## src/rtl/td4_ctrl_seq.sv

```systemverilog
// td4_ctrl_seq -- registered control sequencer for the TD4 datapath.
//
// Takes one instruction word per CMD_VALID/CMD_READY handshake. It decodes the
// word into a one-cycle register-load strobe, an ALU source select and an
// immediate. It owns the carry flag used by JNC, traps undefined opcodes, and
// counts retired legal instructions.
//
// Ports:
//   CLK, RST_N      clock (rising edge), asynchronous active-low reset
//   CMD_VALID/READY instruction handshake from fetch
//   COMMAND         {opcode[3:0], imm[IMM_W-1:0]}
//   ALU_CARRY       adder carry-out, sampled when a legal instruction retires
//   IM, SEL, LOAD   registered immediate, ALU source (00 A/01 B/10 IN/11 zero),
//                   one-hot load strobe (bit0 A, bit1 B, bit2 OUT, bit3 PC)
//   CFLAG           registered carry flag
//   ILLEGAL         sticky flag: an undefined opcode was accepted
//   HALTED          sequencer is halted (only reset leaves this state)
//   RETIRED         retired legal-instruction count, wraps modulo 2^CNT_W
module td4_ctrl_seq #(
  parameter int unsigned IMM_W           = 4,
  parameter int unsigned CNT_W           = 16,
  parameter bit          HALT_ON_ILLEGAL = 1'b1
) (
  input  logic               CLK,
  input  logic               RST_N,
  input  logic               CMD_VALID,
  output logic               CMD_READY,
  input  logic [IMM_W+3:0]   COMMAND,
  input  logic               ALU_CARRY,
  output logic [IMM_W-1:0]   IM,
  output logic [1:0]         SEL,
  output logic [3:0]         LOAD,
  output logic               CFLAG,
  output logic               ILLEGAL,
  output logic               HALTED,
  output logic [CNT_W-1:0]   RETIRED
);

  localparam logic [1:0] ST_IDLE = 2'd0;
  localparam logic [1:0] ST_EXEC = 2'd1;
  localparam logic [1:0] ST_HALT = 2'd2;

  logic [1:0]       state_q, state_d;
  logic [IMM_W-1:0] im_q, im_d;
  logic [1:0]       sel_q, sel_d;
  logic [3:0]       load_q, load_d;
  logic             legal_q, legal_d;
  logic             cflag_q, cflag_d;
  logic             ill_q, ill_d;
  logic [CNT_W-1:0] ret_q, ret_d;

  logic [3:0]       opcode;
  logic [1:0]       dec_sel;
  logic [3:0]       dec_load;
  logic             dec_legal;

  assign opcode = COMMAND[IMM_W+3:IMM_W];

  always_comb begin
    dec_sel   = 2'b11;
    dec_load  = '0;
    dec_legal = 1'b1;
    unique case (opcode)
      4'b0000: begin dec_sel = 2'b00; dec_load = 4'b0001; end
      4'b0101: begin dec_sel = 2'b01; dec_load = 4'b0010; end
      4'b0011: begin dec_sel = 2'b11; dec_load = 4'b0001; end
      4'b0111: begin dec_sel = 2'b11; dec_load = 4'b0010; end
      4'b0001: begin dec_sel = 2'b01; dec_load = 4'b0001; end
      4'b0100: begin dec_sel = 2'b00; dec_load = 4'b0010; end
      4'b0010: begin dec_sel = 2'b10; dec_load = 4'b0001; end
      4'b0110: begin dec_sel = 2'b10; dec_load = 4'b0010; end
      4'b1011: begin dec_sel = 2'b11; dec_load = 4'b0100; end
      4'b1001: begin dec_sel = 2'b01; dec_load = 4'b0100; end
      4'b1111: begin dec_sel = 2'b11; dec_load = 4'b1000; end
      // JNC uses the flag as registered at the accept edge, i.e. the carry
      // of the previously retired instruction.
      4'b1110: begin dec_sel = 2'b11; dec_load = cflag_q ? 4'b0000 : 4'b1000; end
      default: begin dec_sel = 2'b11; dec_load = 4'b0000; dec_legal = 1'b0; end
    endcase
  end

  always_comb begin
    state_d = state_q;
    im_d    = im_q;
    sel_d   = sel_q;
    load_d  = '0;
    legal_d = legal_q;
    cflag_d = cflag_q;
    ill_d   = ill_q;
    ret_d   = ret_q;
    unique case (state_q)
      ST_IDLE: begin
        if (CMD_VALID) begin
          state_d = ST_EXEC;
          im_d    = COMMAND[IMM_W-1:0];
          sel_d   = dec_sel;
          load_d  = dec_load;
          legal_d = dec_legal;
          if (!dec_legal) ill_d = 1'b1;
        end
      end
      ST_EXEC: begin
        if (legal_q) begin
          cflag_d = ALU_CARRY;
          ret_d   = ret_q + 1'b1;
          state_d = ST_IDLE;
        end else begin
          state_d = HALT_ON_ILLEGAL ? ST_HALT : ST_IDLE;
        end
      end
      ST_HALT: state_d = ST_HALT;
      default: state_d = ST_IDLE;
    endcase
  end

  always_ff @(posedge CLK or negedge RST_N) begin
    if (!RST_N) begin
      state_q <= ST_IDLE;
      im_q    <= '0;
      sel_q   <= '1;
      load_q  <= '0;
      legal_q <= 1'b0;
      cflag_q <= 1'b0;
      ill_q   <= 1'b0;
      ret_q   <= '0;
    end else begin
      state_q <= state_d;
      im_q    <= im_d;
      sel_q   <= sel_d;
      load_q  <= load_d;
      legal_q <= legal_d;
      cflag_q <= cflag_d;
      ill_q   <= ill_d;
      ret_q   <= ret_d;
    end
  end

  // load_q is only non-zero during EXEC, and it is cleared by the asynchronous
  // reset, so the strobe drops the moment RST_N falls.
  assign CMD_READY = (state_q == ST_IDLE);
  assign HALTED    = (state_q == ST_HALT);
  assign IM        = im_q;
  assign SEL       = sel_q;
  assign LOAD      = load_q;
  assign CFLAG     = cflag_q;
  assign ILLEGAL   = ill_q;
  assign RETIRED   = ret_q;

endmodule

```

## config.mk

```make
export PLATFORM = sky130hd
export DESIGN_NAME = td4_ctrl_seq
export DESIGN_NICKNAME = d
export VERILOG_FILES = /design/src/rtl/td4_ctrl_seq.sv
export SDC_FILE = /design/constraint.sdc
export NUM_CORES = 1
export LEC_CHECK = 0
export CORE_MARGIN = 3
export CORE_UTILIZATION = 48
export CTS_BUF_LIST = sky130_fd_sc_hd__clkbuf_16
export CTS_CLUSTER_SIZE = 14
export DETAILED_ROUTE_END_ITERATION = 16
export PLACE_DENSITY = 0.85
export SLEW_MARGIN = 20
export SYNTH_ARGS = -nofsm -noshare
export SYNTH_HDL_FRONTEND = slang
export SYNTH_SLANG_ARGS = --single-unit
```

## constraint.sdc

```tcl
create_clock -name CLK -period 2.7 [get_ports CLK]
set_input_delay 0.405 -clock CLK [delete_from_list [all_inputs] [get_ports CLK]]
set_output_delay 0.405 -clock CLK [all_outputs]
set_load 0.05 [all_outputs]
```

## Word level (Yosys, flattened, before mapping)

Index checks and enable logic that the tools add are counted.

| storage, ports and cells | value |
|---|---|
| logic and storage cells | 45 |
| flip-flop bits (word level) | 31 |
| output and inout bits | 30 |
| input bits | 12 |

| operators by class | value |
|---|---|
| bitwise gates (word level) | 1 |
| eq/ne operators | 14 |
| reduce and logical (&&, ||, !) cells | 12 |
| muxes and demuxes | 9 |
| $add $sub $neg | 1 |

Operator list:

| operator | count |
|---|---|
| one-hot mux 4 bit (5 select lines) | 1 |
| adder 16 x 1 -> 16 bit (second input constant) | 1 |
| equality test 4 x 3 -> 1 bit (second input constant) | 4 |
| equality test 4 bit (second input constant) | 4 |
| two-way mux 4 bit | 3 |
| one-hot mux 2 bit (3 select lines) | 2 |
| OR reduction 12 bit | 1 |
| equality test 4 x 2 -> 1 bit (second input constant) | 2 |
| OR reduction 4 bit | 2 |
| OR reduction 2 bit | 3 |
| equality test 4 x 1 -> 1 bit (second input constant) | 1 |
| zero test 4 bit | 1 |
| two-way mux 2 bit | 2 |
| AND reduction 2 bit | 2 |
| AND reduction 3 bit | 1 |
| OR reduction 3 bit | 1 |
| equality test 2 x 1 -> 1 bit (second input constant) | 1 |
| equality test 2 bit (second input constant) | 1 |
| zero test 2 bit | 1 |
| != test 2 bit (second input constant) | 1 |
| two-way mux 1 bit | 1 |
| inverter 1 bit | 1 |

## Depth between registers and ports, before layout

Gate-level depths: netlist of run 1.

| depth | value |
|---|---|
| depth after elaboration | 5 |
| depth in mapped cells | 6 |
| mapped depth without buffers | 5 |

## Least setup slack after synthesis of run 1

No wires, ideal clock.

| path | value |
|---|---|
| path type | register to register |
| start | reg state_q[0] |
| end | reg im_q[2], in the netlist IM[2] |
| buffers on the path | 2 |
| arrival time | 1.950 ns |
| path slack | 0.625 ns |
| period minus slack after synthesis | 2.075 ns |
| cell stages (with the launch flop) | 6 |
| path through | dfrtp_1 -> nor2_1 -> and2_1 -> buf_2 -> buf_2 -> mux2_2 |

| on the way | value |
|---|---|
| cells in the longest elaborated chain, start to end | 2 |

Ends and longest elaborated chain:

| element | line | text |
|---|---|---|
| from (decl) | 43 | `logic [1:0] state_q, state_d;` |
| from (signal assigned) | 127 | `state_q <= state_d;` |
| zero test 2 bit | n/a |  |
| net CMD_READY | 27 | `output logic CMD_READY,` |
| AND reduction 2 bit (no source line) | n/a |  |
| to (signal assigned) | 128 | `im_q <= im_d;` |
| to (decl) | 44 | `logic [IMM_W-1:0] im_q, im_d;` |

The timed path passes the listed nets, and every way through them passes these cells.
A chain may end at the register's enable or synchronous reset.

## Final worst setup path of run 1

| path | value |
|---|---|
| start | reg state_q[0] |
| end | out HALTED |

| on the way | value |
|---|---|
| cells in the longest elaborated chain, start to end | 1 |

Ends and longest elaborated chain:

| element | line | text |
|---|---|---|
| equality test 2 bit | 141 | `assign HALTED = (state_q == ST_HALT);` |
| to (decl) | 35 | `output logic HALTED,` |

Every way passes these cells.

==> results of run 1 <==
-- routing by layer --
| layer | global-route usage, % | part of all wire (%) | vias up |
|---|---|---|---|
| met5 | 0 | 0 | - |
| met2 | 27.27 | 48 | 37 |
| met3 | 9.211 | 10 | 3 |
| li1 | - | - | 444 |
| met1 | 17.90 | 42 | 427 |
| met4 | 6.954 | 0.65 | 0 |
-- registers in the layout (all words and copies together) (netlist names) --
register  count
RETIRED      16
IM            4
LOAD          4
SEL           2
state_q       2
CFLAG         1
ILLEGAL       1
legal_q       1
-- worst register-to-register path, stage by stage, from the launching register on --
cell      delay, ns
dfrtp_1        0.45
ha_1           0.23
nand3_1        0.10
or4_4          0.47
nand2b_4       0.17
xnor2_2        0.12
-- Yosys cell counts (3+ instances only) --
cell,number,share of area [%]
xor2_1,3,2.0
xnor2_1,11,7.3
dfrtp_1,29,55
mux2_2,6,5.1
nand4_1,5,2.4
buf_2,3,1.1
nand2_1,7,2.0
nor2_1,7,2.0
nand3_1,4,1.5
a21oi_1,3,1.1
-- where the power goes --
part / switching, W / internal (W) / leakage, nW
Combinational: 0.000528 / 0.000316 / 0.362
Sequential: 0.000105 / 0.000585 / 0.395
Clock: 0.000182 / 0.000429 / 0.0812
Total: 0.000814 / 0.00133 / 0.838
-- cells by family (layout without fill, tap and decap cells) --
| logic type | Yosys count | after routing | share of synthesized area, % |
|---|---|---|---|
| flip-flops | 31 | 31 | 59.13 |
| AO/OA/AOI/OAI | 4 | 4 | 1.711 |
| AND/OR/NAND/NOR | 43 | 43 | 21.10 |
| XOR/XNOR | 15 | 15 | 10.55 |
| adder cells (fa/ha/maj) | 1 | 1 | 0.9504 |
| buffers and inverters | 4 | 51 | 1.425 |
| multiplexers | 6 | 6 | 5.133 |
-- cell type report --
| class | count | area [um^2] |
|---|---|---|
| Sequential cell | 31 | 778.2 |
| Fill cell | 172 | 624.3 |
| Multi-Input combinational cell | 69 | 519.2 |
| Timing Repair Buffer | 42 | 417.9 |
| Clock buffer | 5 | 125.1 |
| Clock inverter | 3 | 38.79 |
| Tap cell | 30 | 37.54 |
| Inverter | 1 | 3.754 |
-- metrics by stage --
stage / instances / area, um^2
finish: 181 / 1921
global route: 181 / 1921
CTS: 181 / 1921
detailed placement: 173 / 1757
global placement: 173 / 1757
floorplan: 104 / 1316
-- worst max-delay path by stage --
stage	from	endpoint	slack [ns]	cells past startpoint
floorplan	state_q[0]	IM[2]	0.63	5
global placement	state_q[0]	HALTED	0.88	2
detailed placement	state_q[0]	HALTED	0.87	2
CTS	state_q[0]	HALTED	0.57	2
global route	state_q[0]	HALTED	0.53	2
finish	state_q[0]	HALTED	0.58	2
==> results.ini, run 1 <==
[worst_setup_path]
r2r_slack_ns = 1.03
reg2reg_from = RETIRED[0]
path_class = register to primary output
required_ns = 2.30
crit_chain = and2b_1 -> clkdlybuf4s50_1
crit_family = buffers and inverters
r2r_cells = 5
end_kind = primary output
worst-path-buf-inv = 1
worstSetupStartpointType = register
crit_path_top_delay_cell = clkdlybuf4s50_1
rr_endpoint = RETIRED[14]
max_stage_delay_ns = 0.79
crit_fanout = 5
crit_arrival_ns = 1.72

[final_layout]
finalCoreUtilization_pct = 75.47
layout.cells.most_common = clkdlybuf4s50_1
post_route_cells_drive_above_1_share_pct = 15.89
area_delta_synth_final_pct = 45.91
diodes = 0
fin_nets = 163
final_cell_mix = clkdlybuf4s50_1, dfrtp_1, xnor2_1

[logic_synthesis]
ys_types = 30
synth-seq-area-share_pct = 59.13
syn-cell-area_um2 = 1316
ys.flop_type = dfrtp_1
syn_area_per_cell_um2 = 12.66
synth-edff-count = 0
ys_async_sr_fraction_pct = 100.0
synth_fp_nets = 117
syn_inst = 104
ys_ff_latch = 31
ys_warn_count = 0

[clock_network]
cts_hold_buffers = 0
cts_max_level = 2
clk_pin_slew_worst_paths_ns = 0.05
post_cts_resized = 0
cts_num_sinks = 31
clk_root_buffer_cell = clkbuf_16
cts_tree = done
post_cts_buffers = 0
clock_path_buffers = 2
insertion_delay_ns = 0.27
cts_buffers = 5

[placement]
port_buffers = 41
dpl.hpwl_um = 1815
place_ws_ns = 0.8650
gp_congestion = 0.7284

[floorplanning]
die_area_um2 = 3406
io_pins = 42
core_area_um2 = 2545
start_util_pct = 51.72
die_x_um = 58.37
die_h_um = 58.37
row_count = 18

[drt]
via_per_inst = 5.033
drt_iter0_drc = 21
drtPass1Iterations = 4
via_count = 911
drt_wl_total_um = 2477
wl_per_cell_um = 13.69
ant_nets = 0
drc_errors = 0

[global_routing]
grt_pass1_wl_um = 4133
grt_pass1_vias = 946
gr-total-overflow = 0
track_usage_pct = 16.72
grt_max_degree = 32
antenna_found_initial = 0

[sta]
hold_ws_ns = 0.4677
slew_headroom_pct = 65.44
fin_crit_sh_pct = 78.67
max_clock_freq_mhz = 470.8
hold_violations = 0
rsz0062_at_grt = no
skew_ns = 0.001570
worst_slew_pin_slew_ns = 0.5168
min_period_ns = 2.124
setup_slack_ns = 0.5758
slew_violations = 0
setup_viol = 0
finalSetupTns_ns = 0

[run_status]
outcome = completed

[hold_path]
holdPathEnd = RETIRED[15]
holdPathStages = 1
min_from = RETIRED[15]
hold_path_class = register to register

[power_and_ir_drop]
leakage_nw = 0.8377
ir_drop_uv = 1145
fin_total_pwr_w = 0.002144
power.density_nw_per_um2 = 1116

[job]
cap_violations = 0

No activity file was read; power rests on OpenSTA's default activity.
==> run 2: changes to the inputs <==
--- a/config.mk
+++ b/config.mk
@@ -6,11 +6,11 @@
 export NUM_CORES = 1
 export LEC_CHECK = 0
 export CORE_MARGIN = 3
-export CORE_UTILIZATION = 48
+export CORE_UTILIZATION = 41
 export CTS_BUF_LIST = sky130_fd_sc_hd__clkbuf_16
 export CTS_CLUSTER_SIZE = 14
 export DETAILED_ROUTE_END_ITERATION = 16
-export PLACE_DENSITY = 0.85
+export PLACE_DENSITY = 0.77
 export SLEW_MARGIN = 20
 export SYNTH_ARGS = -nofsm -noshare
 export SYNTH_HDL_FRONTEND = slang
==> constraint.sdc (replaced) <==
create_clock -name CLK -period 1.7 [get_ports CLK]
set_input_delay 0.255 -clock CLK [delete_from_list [all_inputs] [get_ports CLK]]
set_output_delay 0.255 -clock CLK [all_outputs]
set_load 0.05 [all_outputs]
==> results.ini, run 2 (synthesis results as in run 1) <==
[clock_network]
post_cts_buffers = 0
clock_path_buffers = 2
cts_num_sinks = 31
cts_buffers = 5
insertion_delay_ns = 0.27
cts_hold_buffers = 0
clk_root_buffer_cell = clkbuf_16
cts_max_level = 2
post_cts_resized = 0
cts_tree = done
clk_pin_slew_worst_paths_ns = 0.05

[global_routing]
grt_max_degree = 32
antenna_found_initial = 0
gr-total-overflow = 0
grt_pass1_vias = 972
grt_pass1_wl_um = 4436
track_usage_pct = 14.51

[final_layout]
fin_cells = 195
finalCoreUtilization_pct = 65.57
fin_nets = 165
layout.cells.most_common = buf_4
area_delta_synth_final_pct = 44.49
diodes = 0
largest_reg_flops = 16
fill_cells = 233
post_route_cells_drive_above_1_share_pct = 41.18
final_cell_mix = buf_4, dfrtp_1, xnor2_1, clkdlybuf4s50_1, nand2_1
stdcell_area_um2 = 1902

[floorplanning]
core_area_um2 = 2900
die_area_um2 = 3926
die_x_um = 62.66
start_util_pct = 45.38
row_count = 19
io_pins = 42
die_h_um = 62.66

[worst_setup_path]
max_stage_delay_ns = 0.52
crit_arrival_ns = 1.71
path_class = register to register
crit_chain = nand3b_4 -> or4_4 -> nand2b_4 -> xnor2_2
required_ns = 1.85
crit_path_top_delay_cell = or4_4
rr_endpoint = RETIRED[14]
worstSetupStartpointType = register
reg2reg_from = state_q[1]
critPathLaunch = state_q[1]
r2r_slack_ns = 0.14
end_kind = register
timing.critical_path.to = RETIRED[14]
r2r_cells = 4
crit_fanout = 5

[drt]
via_count = 913
via_per_inst = 4.682
drc_errors = 0
ant_nets = 0
drt_wl_total_um = 2528
drt_iter0_drc = 30
wl_per_cell_um = 12.96
drtPass1Iterations = 2

[power_and_ir_drop]
ir_drop_uv = 1154
power.density_nw_per_um2 = 1751
leakage_nw = 0.8842

[sta]
setup_viol = 0
max_clock_freq_mhz = 640.4
fin_crit_sh_pct = 91.85
hold_violations = 0
min_period_ns = 1.561
slew_violations = 0
rsz0062_at_grt = no
worst_slew_pin_slew_ns = 0.3785
slew_headroom_pct = 74.76
skew_ns = 0.004963

[placement]
port_buffers = 41
place_area_um2 = 1764
dpl.hpwl_um = 1895
gp_congestion = 0.7181
place_inst = 187

[hold_path]
hold_path_class = primary input to asynchronous set/reset pin

[job]
cap_violations = 0

[run_status]
outcome = completed

-- run 2: changes by cell type in the layout (fill, tap and decap cells not counted), sizes merged --
cell / delta
bufinv: -1
inv: +1
buf: +32
clkdlybuf4s50: -30
-- run 2: worst min path at each step --
stage	start	to	slack, ns	depth (start not counted)
2_1_floorplan	RST_N	CFLAG	-0.04	0
3_3_place_gp	RETIRED[15]	RETIRED[15]	0.46	1
3_5_place_dp	RETIRED[7]	RETIRED[7]	0.47	1
4_1_cts	RST_N	legal_q	0.39	2
5_1_grt	RST_N	RETIRED[12]	0.44	2
6_report	RST_N	RETIRED[12]	0.37	2
-- run 2: power breakdown --
part,total (W),internal (W),switching (W)
sequential,0.00113,0.000937,0.000189
combinational,0.00139,0.000535,0.000854
clock,0.000816,0.000527,0.000290
total,0.00333,0.00200,0.00133
-- run 2: area by class of cell --
| cell class | instances | area (um^2) | share of cell area [%] |
|---|---|---|---|
| sequential | 31 | 785.8 | 41.32 |
| timing repair buffer | 44 | 382.9 | 20.13 |
| clock inverter | 3 | 12.51 | 0.6579 |
| inverter | 1 | 3.754 | 0.1974 |
| tap | 42 | 52.55 | 2.763 |
| clock buffer | 5 | 125.1 | 6.579 |
| multi-input combinational | 69 | 539.3 | 28.36 |
-- run 2: routing by layer --
metal  wire length (um)  track usage, %
met5                  0               0
met4                 40           6.612
met3                206           6.295
met2               1223           23.70
met1               1059           16.32
-- run 2: through the flow --
stage	setup TNS (ns)	power [W]	hold WS (ns)	setup slack (ns)
2_1_floorplan	-0.002433	0.002051	-0.04059	-0.002433
3_3_place_gp	0	0.002506	0.4608	0.1746
3_5_place_dp	0	0.002538	0.4692	0.1354
4_1_cts	0	0.003382	0.3866	0.1221
5_1_grt	0	0.003510	0.4371	0.08531
6_report	0	0.003331	0.3746	0.1385
-- run 2: worst max-delay path, delay by kind of cell, from the launching register on --
kind | cells | cell delay (ns)
and+or+nand+nor | 3 | 0.88
DFF | 1 | 0.43
xor gates and xnor gates | 1 | 0.12
